**config.mk**
```make
export PLATFORM = sky130hd
export DESIGN_NAME = operand_loader
export DESIGN_NICKNAME = d
export VERILOG_FILES = /design/src/rtl/operand_loader.sv
export SDC_FILE = /design/constraint.sdc
export NUM_CORES = 1
export LEC_CHECK = 0
export ABC_AREA = 1
export CAP_MARGIN = 20
export CORE_MARGIN = 2
export CORE_UTILIZATION = 66
export CTS_BUF_LIST = sky130_fd_sc_hd__clkbuf_2 sky130_fd_sc_hd__clkbuf_4 sky130_fd_sc_hd__clkbuf_8
export DETAILED_ROUTE_END_ITERATION = 6
export PLACE_DENSITY = 0.87
export SKIP_LAST_GASP = 1
export SLEW_MARGIN = 40
export SYNTH_ARGS = -nofsm -noshare
export SYNTH_HDL_FRONTEND = slang
export SYNTH_SLANG_ARGS = --single-unit
```
**constraint.sdc**
```tcl
create_clock -name clk -period 2.3 [get_ports clk]
set_clock_uncertainty 0.2 [all_clocks]
set_input_delay 0.23 -clock clk [delete_from_list [all_inputs] [get_ports clk]]
set_output_delay 0.23 -clock clk [all_outputs]
set_load 0.01 [all_outputs]
```
**src/rtl/operand_loader.sv**
```systemverilog
`default_nettype none
// +----------------------------------------------------------------------------+
// | operand_loader: two-step 4-bit operand entry with debounced load/clear keys |
// | Optional: OPERAND_LOADER_COUNT_EN adds a wrapping committed-pair counter.    |
// | Revision: 1.0                                                              |
// +----------------------------------------------------------------------------+
module operand_loader #(
    parameter int DEBOUNCE_CYCLES = 500000
) (
    input  logic       clk,
    input  logic       reset_n,
    input  logic [3:0] switch,
    input  logic       key_load_n,
    input  logic       key_clear_n,
    output logic [7:0] operands,
    output logic       valid,
    output logic       new_pair,
    output logic [1:0] phase
`ifdef OPERAND_LOADER_COUNT_EN
    ,
    output logic [7:0] load_count
`endif
);

    localparam int c_cnt_w = (DEBOUNCE_CYCLES > 2) ? $clog2(DEBOUNCE_CYCLES) : 1;
    localparam logic [c_cnt_w-1:0] c_cnt_max = c_cnt_w'(DEBOUNCE_CYCLES - 1);

    typedef enum logic [0:0] {
        GET_A = 1'b0,
        GET_B = 1'b1
    } state_t;

    // Key vectors: bit 0 = load, bit 1 = clear
    logic [1:0] r_key_meta;
    logic [1:0] r_key_sync;
    logic [3:0] r_sw_meta;
    logic [3:0] r_sw_sync;
    logic [1:0] w_press;
    logic       w_ev_load;
    logic       w_ev_clear;

    state_t     r_state;
    state_t     w_state_nxt;
    logic [3:0] r_stage_a;
    logic [3:0] w_stage_a_nxt;
    logic [7:0] r_operands;
    logic [7:0] w_operands_nxt;
    logic       r_valid;
    logic       w_valid_nxt;
    logic       r_new_pair;
    logic       w_new_pair_nxt;
    logic [1:0] r_phase;
    logic [1:0] w_phase_nxt;

    always_ff @(posedge clk or negedge reset_n) begin
        if (!reset_n) begin
            r_key_meta <= 2'b11;
            r_key_sync <= 2'b11;
            r_sw_meta  <= 4'h0;
            r_sw_sync  <= 4'h0;
        end else begin
            r_key_meta <= {key_clear_n, key_load_n};
            r_key_sync <= r_key_meta;
            r_sw_meta  <= switch;
            r_sw_sync  <= r_sw_meta;
        end
    end

    genvar gi;
    generate
        for (gi = 0; gi < 2; gi++) begin : g_debounce
            logic [c_cnt_w-1:0] r_cnt;
            logic               r_db;
            logic               r_db_d;

            always_ff @(posedge clk or negedge reset_n) begin
                if (!reset_n) begin
                    r_cnt  <= '0;
                    r_db   <= 1'b1;
                    r_db_d <= 1'b1;
                end else begin
                    r_db_d <= r_db;
                    if (r_key_sync[gi] == r_db) begin
                        r_cnt <= '0;
                    end else if (r_cnt == c_cnt_max) begin
                        r_db  <= r_key_sync[gi];
                        r_cnt <= '0;
                    end else begin
                        r_cnt <= r_cnt + 1'b1;
                    end
                end
            end

            // Falling debounced level seen one cycle late gives a single pulse
            assign w_press[gi] = r_db_d & ~r_db;
        end
    endgenerate

    assign w_ev_load  = w_press[0];
    assign w_ev_clear = w_press[1];

    always_ff @(posedge clk or negedge reset_n) begin
        if (!reset_n) begin
            r_state    <= GET_A;
            r_stage_a  <= 4'h0;
            r_operands <= 8'h00;
            r_valid    <= 1'b0;
            r_new_pair <= 1'b0;
            r_phase    <= 2'b01;
        end else begin
            r_state    <= w_state_nxt;
            r_stage_a  <= w_stage_a_nxt;
            r_operands <= w_operands_nxt;
            r_valid    <= w_valid_nxt;
            r_new_pair <= w_new_pair_nxt;
            r_phase    <= w_phase_nxt;
        end
    end

    always_comb begin
        w_state_nxt    = r_state;
        w_stage_a_nxt  = r_stage_a;
        w_operands_nxt = r_operands;
        w_valid_nxt    = r_valid;
        w_new_pair_nxt = 1'b0;
        // Clear has priority so a coincident load is dropped
        if (w_ev_clear) begin
            w_state_nxt    = GET_A;
            w_stage_a_nxt  = 4'h0;
            w_operands_nxt = 8'h00;
            w_valid_nxt    = 1'b0;
        end else if (w_ev_load) begin
            case (r_state)
                GET_A: begin
                    w_stage_a_nxt = r_sw_sync;
                    w_state_nxt   = GET_B;
                end
                GET_B: begin
                    w_operands_nxt = {r_stage_a, r_sw_sync};
                    w_valid_nxt    = 1'b1;
                    w_new_pair_nxt = 1'b1;
                    w_state_nxt    = GET_A;
                end
                default: begin
                    w_state_nxt = GET_A;
                end
            endcase
        end
        w_phase_nxt = (w_state_nxt == GET_B) ? 2'b10 : 2'b01;
    end

    assign operands = r_operands;
    assign valid    = r_valid;
    assign new_pair = r_new_pair;
    assign phase    = r_phase;

`ifdef OPERAND_LOADER_COUNT_EN
    logic [7:0] r_load_count;

    always_ff @(posedge clk or negedge reset_n) begin
        if (!reset_n) begin
            r_load_count <= 8'h00;
        end else if (w_new_pair_nxt) begin
            r_load_count <= r_load_count + 8'h01;
        end
    end

    assign load_count = r_load_count;
`endif

endmodule
`default_nettype wire

```
==> summary.md, run 1 <==
- finished clean — status
- 62.5% — worst relative slew slack
- 2.80 mm — wl on met1
- 0 — Final setup viols
- 9 — number of buffers created by CTS
- dfrtp_1 — prevailing post-synth register cell
- 563 ps — worst slew pin tran
- 25 — Distinct cells, synth
- 74.3 microns — Die H
- 0 — Inserted Diodes
- register to register — critical path class
- 1 — instance count along the most critical hold path
- key_load_n — start point of the worst hold path
- 25 — number of rows in the core area
- 0 — total number of yosys warnings
- 0 — antenna violations before repair
- dfrtp_1 47%, nor2_1 9.9%, nand2_1 7.7%, dfstp_2 7.2%, nand3_1 7.0% — leading post-synthesis cells by cell area
- 1900 ps — arrival time reported for the critical path endpoint
- 13.5 microns — routed len/inst
- 1.66 nW — LEAKAGE
- 11.2 mm — wire length of the first global-routing pass
- met4 — uppermost metal layer occupied by signal nets
- 2685 — DR vias
- 1870 ps — final critical delay including setup and external delays
- operands[4] — Critical R2R Capture
- 430 ps — slack of the worst reg-to-reg path
- 2330 ps — required time of the critical path
- 81.2% — Tcrit/Tclk final
- 0 ps — setup total negative slack
- 613 mW/mm^2 — power density over the cells
- 477 ps — worst setup slack after placement
- 0.942 — GP Congestion
- 220 — DRT iter0 DRCs
- 0 — post-detailed-route DRC marker count
- 54.0% — proportion of synthesized chip area in sequential cells
- 19 — I/O Buffers
- 9.15% — ratio of cells with drive above 1 in the final layout
- register — critical path capture point type
- register — CP Launch Type
- 27.3% — gr usage total
- 100% — FFs w/ async S/R, synth
- 2 — Max Root-Sink Buffers
- 70 — clock sink total
- dfstp_2 — Crit-path slowest cell
- 392 — count of mapped cells out of synthesis
- input pin to register — Hold WC Path Type
- 0 — number of endpoints with negative hold slack in the final report
- 1 — CTS Hold Bufs
- g_debounce[1].r_db — startpoint of the lowest-slack register-to-register path
- 3 — H-Tree Level Count
- 0 — Routed Antenna Nets
- 20 — maximum net fanout on the critical path
- 74.3 microns — x dimension of the die
- 5 — Pre-Repair DR Iteration Count
- 46.7% — top cell type's share of synthesized area
- 432 — fin nets
- 0 — Maximum Capacitance Violations
- 70 — total of flip-flops plus latches after synthesis
- clkbuf_8 — Root Buffer
- 403 — Net Count, Synth
- 6.65 mm — WL final
- 0 — number of enable-type register cells in the synthesized netlist
- 0.000517 V — IR Drop Worst-Case VDD
- 590 ps — largest stage delay on the critical path
- 86 x nor2_1, 67 x nand2_1, 61 x dfrtp_1, 49 x inv_1, 46 x nand3_1 — commonest cells after routing, fill and taps aside
- 0.00229 W — sum of internal, switching and leakage power
- 3.21 mm — amount of wire on met2 after detailed routing
- dfrtp_1 — post-synthesis cell type with the largest combined area
- 0.00553 sq mm — Die Footprint
- nand2_1 — most numerous cell on the critical path
- 5 — depth of the worst register-to-register path
- r_key_meta[0] — sink of the worst hold path
- 80 ps — clock-pin slew reported for the worst setup and hold paths after clock tree synthesis
- 2495 — number of global-route vias before repair
- yes — clock tree from TritonCTS
- nor2_1, inv_1, nand2_1, nand2_1, o21ai_0 — cell chain of the critical path
- 0 — Setup Fix Bufs, Post-CTS
- 452 microns — routed wl met3
- nor2_1 — most common library cell in the layout ignoring fill and taps
- 433 ps — final worst setup slack
- 536 MHz — Fmax achieved
- 4.68 mm — detailed placement HPWL
- 14.6% — Synth-to-Final Area Change
- 68.7% — starting density of the core
- 0 — final number of max-transition violations
- 0 — final global-route overflow total
- 20 — number of primary I/O pins
- 5.45 — vias per inst
- 0 — quantity of gates resized following cts
- 0.00327 sq mm — Mapped Area
- 27 — pin count of the biggest net entering global routing
- 0.00475 sq mm — floorplan core area
- 360 ps — Worst-Skew Late Latency
- no — setup repair after global routing missed its margin
- 8.33 sq um — Mean Syn Cell Area
==> logic make-up after synthesis <==
logic type,count (synthesis),share of synthesized area (%)
AOI/OAI and AO/OA,28,4.48
xor gates and xnor gates,16,4.75
adders and majority gates,3,1.15
DFF,70,54.0
buffers and inverters,54,6.51
and+or+nand+nor,221,29.1
==> Yosys cell counts, types with 3 or more instances <==
master / number
dfrtp_1: 61
nor2_2: 4
inv_1: 49
o21ai_0: 14
nand4_1: 6
nor3_1: 4
xor2_1: 13
dfstp_2: 9
nor3b_1: 3
nand3_1: 46
nor2_1: 86
ha_1: 3
nand2_1: 67
a21oi_1: 11
==> worst max-delay path by stage <==
stage	start	end	slack, ps	depth (start not counted)
after global routing	g_debounce[1].r_db	operands[5]	280	5
after global placement	g_debounce[1].r_db	operands[7]	580	5
after CTS	phase[0]	phase[0]	450	1
after detailed placement	g_debounce[1].r_db	operands[5]	480	5
final	g_debounce[1].r_db	operands[4]	430	5
after floorplan	g_debounce[1].r_cnt[0]	g_debounce[1].r_cnt[12]	770	8
==> state kept, by name, indices dropped and copies added (netlist names) <==
register / cells
operands: 8
r_key_meta: 2
phase: 2
g_debounce.r_db: 2
r_sw_meta: 4
r_stage_a: 4
g_debounce.r_cnt: 38
r_sw_sync: 4
r_key_sync: 2
g_debounce.r_db_d: 2
new_pair: 1
valid: 1
==> final cells by class <==
cell class              count  area, sq um
flip-flops and latches     70         1760
clock buffers               9          124
repair buffers             22          223
well taps                  67         83.8
clock inverters             7         71.3
inverters                  50          188
fillers                   327         1010
multi-input cells         268         1290
==> per-layer routing <==
layer / up-vias / global-route usage (%)
li1: 1295 / -
met1: 1248 / 33.9
met2: 113 / 44.8
met3: 29 / 9.35
met4: 0 / 9.72
met5: - / 0
==> worst max-delay path, delay by kind of cell (launching register included) <==
kind / cells / cell delay, ps
simple gates: 3 / 470
compound gates: 1 / 100
flops: 1 / 590
buf+inv: 1 / 380
==> power by group <==
group          leakage [nW]  internal [W]  switching, W   total, W
clock                 0.100      0.000426      0.000530   0.000956
combinational         0.634     0.0000262     0.0000478  0.0000740
sequential            0.923       0.00125     0.0000122    0.00126
==> through the flow <==
| stage | hold WS (ps) | util, % | cell area [sq um] | cells |
|---|---|---|---|---|
| 3_5_place_dp | 46.7 | 74.4 | 3540 | 476 |
| 6_report | 74.6 | 78.7 | 3740 | 493 |
| 2_1_floorplan | -266 | - | 3270 | 392 |
| 4_1_cts | 61.0 | 78.7 | 3740 | 493 |
| 3_3_place_gp | 46.8 | 74.4 | 3540 | 476 |
| 5_1_grt | 63.8 | 78.7 | 3740 | 493 |
Power figures use the tool's default switching activity.
==> run 2, diff against run 1 <==
--- a/config.mk
+++ b/config.mk
@@ -8,10 +8,10 @@
 export ABC_AREA = 1
 export CAP_MARGIN = 20
 export CORE_MARGIN = 2
-export CORE_UTILIZATION = 66
+export CORE_UTILIZATION = 61
 export CTS_BUF_LIST = sky130_fd_sc_hd__clkbuf_2 sky130_fd_sc_hd__clkbuf_4 sky130_fd_sc_hd__clkbuf_8
 export DETAILED_ROUTE_END_ITERATION = 6
-export PLACE_DENSITY = 0.87
+export PLACE_DENSITY = 0.82
 export SKIP_LAST_GASP = 1
 export SLEW_MARGIN = 40
 export SYNTH_ARGS = -nofsm -noshare
==> constraint.sdc (replaced) <==
create_clock -name clk -period 1.82 [get_ports clk]
set_clock_uncertainty 0.2 [all_clocks]
set_input_delay 0.182 -clock clk [delete_from_list [all_inputs] [get_ports clk]]
set_output_delay 0.182 -clock clk [all_outputs]
set_load 0.01 [all_outputs]
==> run 2 against run 1 <==
Against the previous run: sequential share of layout area down 0.97 points; global-route usage fell by 2.6 points; largest cell class unchanged; critical path depth down 4; worst hold slack got worse by 32 ps; design area grew 2.1%; wire length down 0.72%.
==> summary.md, run 2 (synthesis results as in run 1) <==
- 6.60 mm — WL final, -0.72%
- 5.30 — vias per inst, -2.7%
- 0.909 — GP Congestion, -3.5%
- 5 — Pre-Repair DR Iteration Count, unchanged
- 2659 — DR vias, -0.97%
- 796 mW/mm^2 — power density over the cells, +30%
- 17.0% — Synth-to-Final Area Change
- 100 ps — slack of the worst reg-to-reg path, -330 ps
- 71 — pin count of the biggest net entering global routing, +160%
- 3 — H-Tree Level Count, unchanged
- clkdlybuf4s50_1 — cell chain of the critical path
- 0 — Routed Antenna Nets, unchanged
- 63.5% — starting density of the core, -5.1 points
- 2565 — number of global-route vias before repair, +2.8%
- 20 — number of primary I/O pins, unchanged
- 76.9% — worst relative slew slack, +14 points
- 7 — depth of the worst register-to-register path, +2
- 0 — final global-route overflow total, unchanged
- 38 — max reg flops, unchanged
- 1 — instance count along the most critical hold path, unchanged
- 0.00358 sq mm — Area after DPL, +1.2%
- 86 x nor2_1, 67 x nand2_1, 61 x dfrtp_1, 48 x inv_1, 46 x nand3_1 — commonest cells after routing, fill and taps aside
- 1440 ps — required time of the critical path, -890 ps
- 0.000560 V — IR Drop Worst-Case VDD, +8.4%
- 0 — Final setup viols, unchanged
- 43.0 ps — WHS, -31.6 ps
- 19 — I/O Buffers, unchanged
- 580 MHz — Fmax achieved
- g_debounce[1].r_cnt[0] — startpoint of the lowest-slack register-to-register path
- 0 — final number of max-transition violations, unchanged
- input pin to register — Hold WC Path Type
- 0.00176 sq mm — sequential standard cell area, unchanged
- key_load_n — start point of the worst hold path
- 340 microns — routed wl met3, -25%
- 0.00514 sq mm — floorplan core area, +8.1%
- 10.6% — ratio of cells with drive above 1 in the final layout, +1.5 points
- 13.1 microns — routed len/inst, -2.5%
- finished clean — status
- 5 — maximum net fanout on the critical path, -75%
- 0 — number of endpoints with negative hold slack in the final report, unchanged
- 77.2 microns — x dimension of the die, +3.8%
- 502 — final cell count without fillers, +1.8%
- 0.00129 sq mm — area of the multi-input gates, +0.39%
- 77.2 microns — Die H, +3.8%
- g_debounce[1].r_cnt[10] — Critical R2R Capture
- clkbuf_8 — Root Buffer
- register to output pin — critical path class
- 344 ps — worst slew pin tran, -219 ps
- 1730 ps — final critical delay including setup and external delays
- 1.69 nW — LEAKAGE, +2.3%
- clkdlybuf4s50_1 — Crit-path slowest cell
- 340 ps — Worst-Skew Late Latency, -20 ps
- 94.6 ps — final worst setup slack, -339 ps
- 3.30 mm — amount of wire on met2 after detailed routing, +2.7%
- 24.7% — gr usage total, -2.6 points
- 0.00595 sq mm — Die Footprint, +7.7%
- g_debounce.r_cnt — Biggest register
- 1 — Crit path buffers/inverters, unchanged
- 570 ps — largest stage delay on the critical path, -20 ps
- 0 — Maximum Capacitance Violations, unchanged
- 2.83 mm — wl on met1, +1.1%
- 116 ps — worst setup slack after placement, -360 ps
- 2 — Max Root-Sink Buffers, unchanged
- nor2_1 — most common library cell in the layout ignoring fill and taps
- output pin — critical path capture point type
- register — CP Launch Type
- 4.70 mm — detailed placement HPWL, +0.51%
- r_key_meta[0] — sink of the worst hold path
- 94.8% — Tcrit/Tclk final
- 74.3% — core occupancy in the finished layout, -4.4 points
- 11.5 mm — wire length of the first global-routing pass, +2.7%
- 0.00382 sq mm — post-route design area, +2.1%
- 0 — post-detailed-route DRC marker count, unchanged
- 0 — Inserted Diodes, unchanged
- 9 — number of buffers created by CTS, unchanged
- yes — clock tree from TritonCTS
- 212 — DRT iter0 DRCs, -3.6%
- 438 — fin nets, +1.4%
- 484 — Inst Count DP, +1.7%
- 0 — antenna violations before repair, unchanged
- 70 ps — clock-pin slew reported for the worst setup and hold paths after clock tree synthesis, about the same
- 1340 ps — arrival time reported for the critical path endpoint, -560 ps
- met4 — uppermost metal layer occupied by signal nets
- 70 — clock sink total, unchanged
- buffers and inverters — family of cells with the greatest summed delay on the critical path
- 377 — filler instances, +15%
- 26 — number of rows in the core area, +4.0%
## run 2: what timing repair did
item	CTS	global route
hold buffers	1	0
setup endpoints to repair	0	11
buffers inserted	0	1
hold endpoints to repair	70	0
gates resized for setup	0	3
## run 2: worst max-delay path by stage
stage / startpoint / to / slack [ps] / depth (start not counted)
detailed placement: g_debounce[1].r_cnt[0] / g_debounce[1].r_cnt[10] / 120 / 7
global route: g_debounce[1].r_cnt[0] / g_debounce[1].r_cnt[12] / -4 / 8
floorplan: g_debounce[1].r_cnt[0] / g_debounce[1].r_cnt[12] / 290 / 8
CTS: phase[0] / phase[0] / 30 / 1
global placement: g_debounce[0].r_cnt[0] / g_debounce[0].r_cnt[12] / 200 / 7
finish: phase[1] / phase[1] / 90 / 1
## run 2: area by class of cell
type                            count  share of cell area (%)
Clock buffer                       10                    3.44
Clock inverter                      6                    2.26
Tap cell                           70                    2.29
Inverter                           50                    4.91
Multi-Input combinational cell    268                    33.9
Sequential cell                    70                    46.1
Timing Repair Buffer               28                    7.07
## run 2: where the power goes
group	internal (W)	total (W)	switching (W)
sequential	0.00158	0.00160	0.0000149
combinational	0.0000351	0.0000948	0.0000598
clock	0.000784	0.00135	0.000565
## run 2: metrics by stage
step	power, W	setup TNS [ps]
global placement	0.00172	0
finish	0.00304	0
CTS	0.00308	0
global route	0.00316	-3.95
floorplan	0.00166	0
detailed placement	0.00172	0
## run 2: metal layers
metal / global-route usage, % / up-vias
met5: 0 / -
met3: 5.76 / 16
met4: 10.9 / 0
met2: 41.1 / 106
met1: 30.9 / 1227
li1: - / 1310
==> run 3, diff against run 2 <==
--- a/config.mk
+++ b/config.mk
@@ -8,12 +8,11 @@
 export ABC_AREA = 1
 export CAP_MARGIN = 20
 export CORE_MARGIN = 2
-export CORE_UTILIZATION = 61
+export CORE_UTILIZATION = 32
 export CTS_BUF_LIST = sky130_fd_sc_hd__clkbuf_2 sky130_fd_sc_hd__clkbuf_4 sky130_fd_sc_hd__clkbuf_8
 export DETAILED_ROUTE_END_ITERATION = 6
-export PLACE_DENSITY = 0.82
 export SKIP_LAST_GASP = 1
-export SLEW_MARGIN = 40
+export SLEW_MARGIN = 15
 export SYNTH_ARGS = -nofsm -noshare
 export SYNTH_HDL_FRONTEND = slang
 export SYNTH_SLANG_ARGS = --single-unit
==> run 3 against run 2 <==
Against the previous run: first-iteration DRC count down 38%; core utilization down 34 points; sequential share of layout area down 1.2 points; final cell count up 13%; maximum frequency down 0.36%; via count down 5.5%; critical endpoint unchanged; largest cell class unchanged.
==> summary.md, run 3 (synthesis results as in run 1) <==
- 4.46 mm — detailed placement HPWL, -5.2%
- 12.3% — gr usage total, -12 points
- 2.89 mm — amount of wire on met2 after detailed routing, -13%
- 2 — Max Root-Sink Buffers, unchanged
- 2513 — DR vias, -5.5%
- 0.000343 V — IR Drop Worst-Case VDD, -39%
- 19 — I/O Buffers, unchanged
- 4.45 — vias per inst, -16%
- 39.9% — core occupancy in the finished layout, -34 points
- 1730 ps — final critical delay including setup and external delays, +6.26 ps
- 45.8% — Clk pwr share, +1.5 points
- 132 — DRT iter0 DRCs, -38%
- input pin to register — Hold WC Path Type
- 75.1% — worst relative slew slack, -1.7 points
- 1350 ps — arrival time reported for the critical path endpoint, about the same
- 33.3% — starting density of the core, -30 points
- 38 — max reg flops, unchanged
- 3.1% — combinational group share of total power, about the same
- 797 mW/mm^2 — power density over the cells, +0.15%
- 85 x nor2_1, 64 x nand2_1, 61 x dfrtp_1, 49 x inv_1, 46 x nand3_1 — commonest cells after routing, fill and taps aside
- 577 MHz — Fmax achieved, -0.36%
- 5 — Pre-Repair DR Iteration Count, unchanged
- 369 ps — worst slew pin tran, +25.4 ps
- buffers and inverters — family of cells with the greatest summed delay on the critical path
- 0.00982 sq mm — floorplan core area, +91%
- 0 — number of endpoints with negative hold slack in the final report, unchanged
- 0 — post-detailed-route DRC marker count, unchanged
- 20.1% — Synth-to-Final Area Change
- 3 — H-Tree Level Count, unchanged
- 0.0110 sq mm — Die Footprint, +85%
- 0 — antenna violations before repair, unchanged
- 90 ps — clock-pin slew reported for the worst setup and hold paths after clock tree synthesis, +20 ps
- clkdlybuf4s50_1 — cell chain of the critical path
- no — setup repair after global routing missed its margin
- 160 ps — slack of the worst reg-to-reg path, +60 ps
- 438 — fin nets, unchanged
- 71 — pin count of the biggest net entering global routing, unchanged
- 570 ps — largest stage delay on the critical path, about the same
- 11.0 mm — wire length of the first global-routing pass, -4.1%
- 0.00241 W — Internal Pwr Total, +0.35%
- 11.1 microns — routed len/inst, -16%
- 1028 — filler instances, +170%
- clkbuf_8 — Root Buffer
- 70 — clock sink total, unchanged
- 0 — final global-route overflow total, unchanged
- 22.9% — switching share of power, +1.9 points
- nor2_1 — most common library cell in the layout ignoring fill and taps
- clkdlybuf4s50_1 — Crit-path slowest cell
- register — CP Launch Type
- 105 microns — Die H, +36%
- 2426 — number of global-route vias before repair, -5.4%
- 192 microns — routed wl met3, -44%
- 0 — Routed Antenna Nets, unchanged
- finished clean — status
- 0.000716 W — net switching component of the power, +12%
- 105 microns — x dimension of the die, +36%
- 9 — number of buffers created by CTS, unchanged
- 0 — final number of max-transition violations, unchanged
- 6.25 mm — WL final, -5.3%
- 350 ps — Worst-Skew Late Latency, about the same
- 0 ps — setup total negative slack, unchanged
- g_debounce.r_cnt — Biggest register
- 20 — number of primary I/O pins, unchanged
- 0.871 — GP Congestion, -4.2%
- 0 — Final setup viols, unchanged
- 36 — number of rows in the core area, +38%
- 3.08 mm — wl on met1, +8.7%
- 0 — Maximum Capacitance Violations, unchanged
- 1440 ps — required time of the critical path, about the same
- 51.1% — share of power burned in registers, -1.4 points
- 0 — Inserted Diodes, unchanged
- output pin — critical path capture point type
- 1.70 nW — LEAKAGE, +0.16%
- 1 — Crit path buffers/inverters, unchanged
- 95.1% — Tcrit/Tclk final, +0.34 points
- 5 — maximum net fanout on the critical path, unchanged
- 11.6% — ratio of cells with drive above 1 in the final layout, +0.93 points
- met4 — uppermost metal layer occupied by signal nets
- register to output pin — critical path class
- yes — clock tree from TritonCTS
-- run 3: final cells by class --
type / instances / area, sq um / share of cell area (%)
inverters: 50 / 188 / 4.78
clock inverters: 7 / 104 / 2.65
flip-flops and latches: 70 / 1760 / 44.9
well taps: 133 / 166 / 4.24
clock buffers: 9 / 124 / 3.16
repair buffers: 28 / 270 / 6.89
multi-input cells: 268 / 1310 / 33.3
-- run 3: what timing repair did --
action | in CTS | in global routing
hold buffers | 1 | 0
setup buffers | 0 | 1
hold endpoints to repair | 70 | 0
resized for setup | 0 | 8
endpoints found under the setup margin | 0 | 8
-- run 3: path summary, 6_finish.rpt --
check,endpoint,cells after the start,start
max in group asynchronous,r_key_sync[1],3,reset_n
min in group asynchronous,g_debounce[0].r_cnt[5],3,reset_n
max,phase[1],1,phase[1]
max reg2reg,g_debounce[1].r_cnt[12],8,g_debounce[1].r_cnt[0]
min reg2reg,r_sw_sync[3],0,r_sw_meta[3]
min,r_key_meta[1],1,key_clear_n
-- run 3: routing by layer --
layer | GRT usage, % | up-vias
li1 | - | 1308
met1 | 16.2 | 1166
met2 | 19.2 | 31
met3 | 3.68 | 8
met4 | 4.38 | 0
met5 | 0 | -
-- run 3: stage by stage --
step | setup slack (ps) | power [W] | area (sq um) | hold slack (ps) | std cells
5_1_grt | 7.02 | 0.00326 | 3920 | 22.7 | 565
3_3_place_gp | 179 | 0.00172 | 3660 | 34.6 | 547
6_report | 88.3 | 0.00313 | 3920 | 46.4 | 565
4_1_cts | 12.5 | 0.00317 | 3890 | 34.5 | 564
2_1_floorplan | 285 | 0.00166 | 3270 | -314 | 392
3_5_place_dp | 137 | 0.00172 | 3660 | 40.4 | 547
-- run 3: power groups by stage --
stage | sequential, W | clock [W] | combinational, W
2_1_floorplan | 0.00162 | 0 | 0.0000334
3_3_place_gp | 0.00163 | 0 | 0.0000955
3_5_place_dp | 0.00163 | 0 | 0.0000969
4_1_cts | 0.00160 | 0.00147 | 0.0000989
5_1_grt | 0.00160 | 0.00155 | 0.000115
6_report | 0.00160 | 0.00143 | 0.0000972
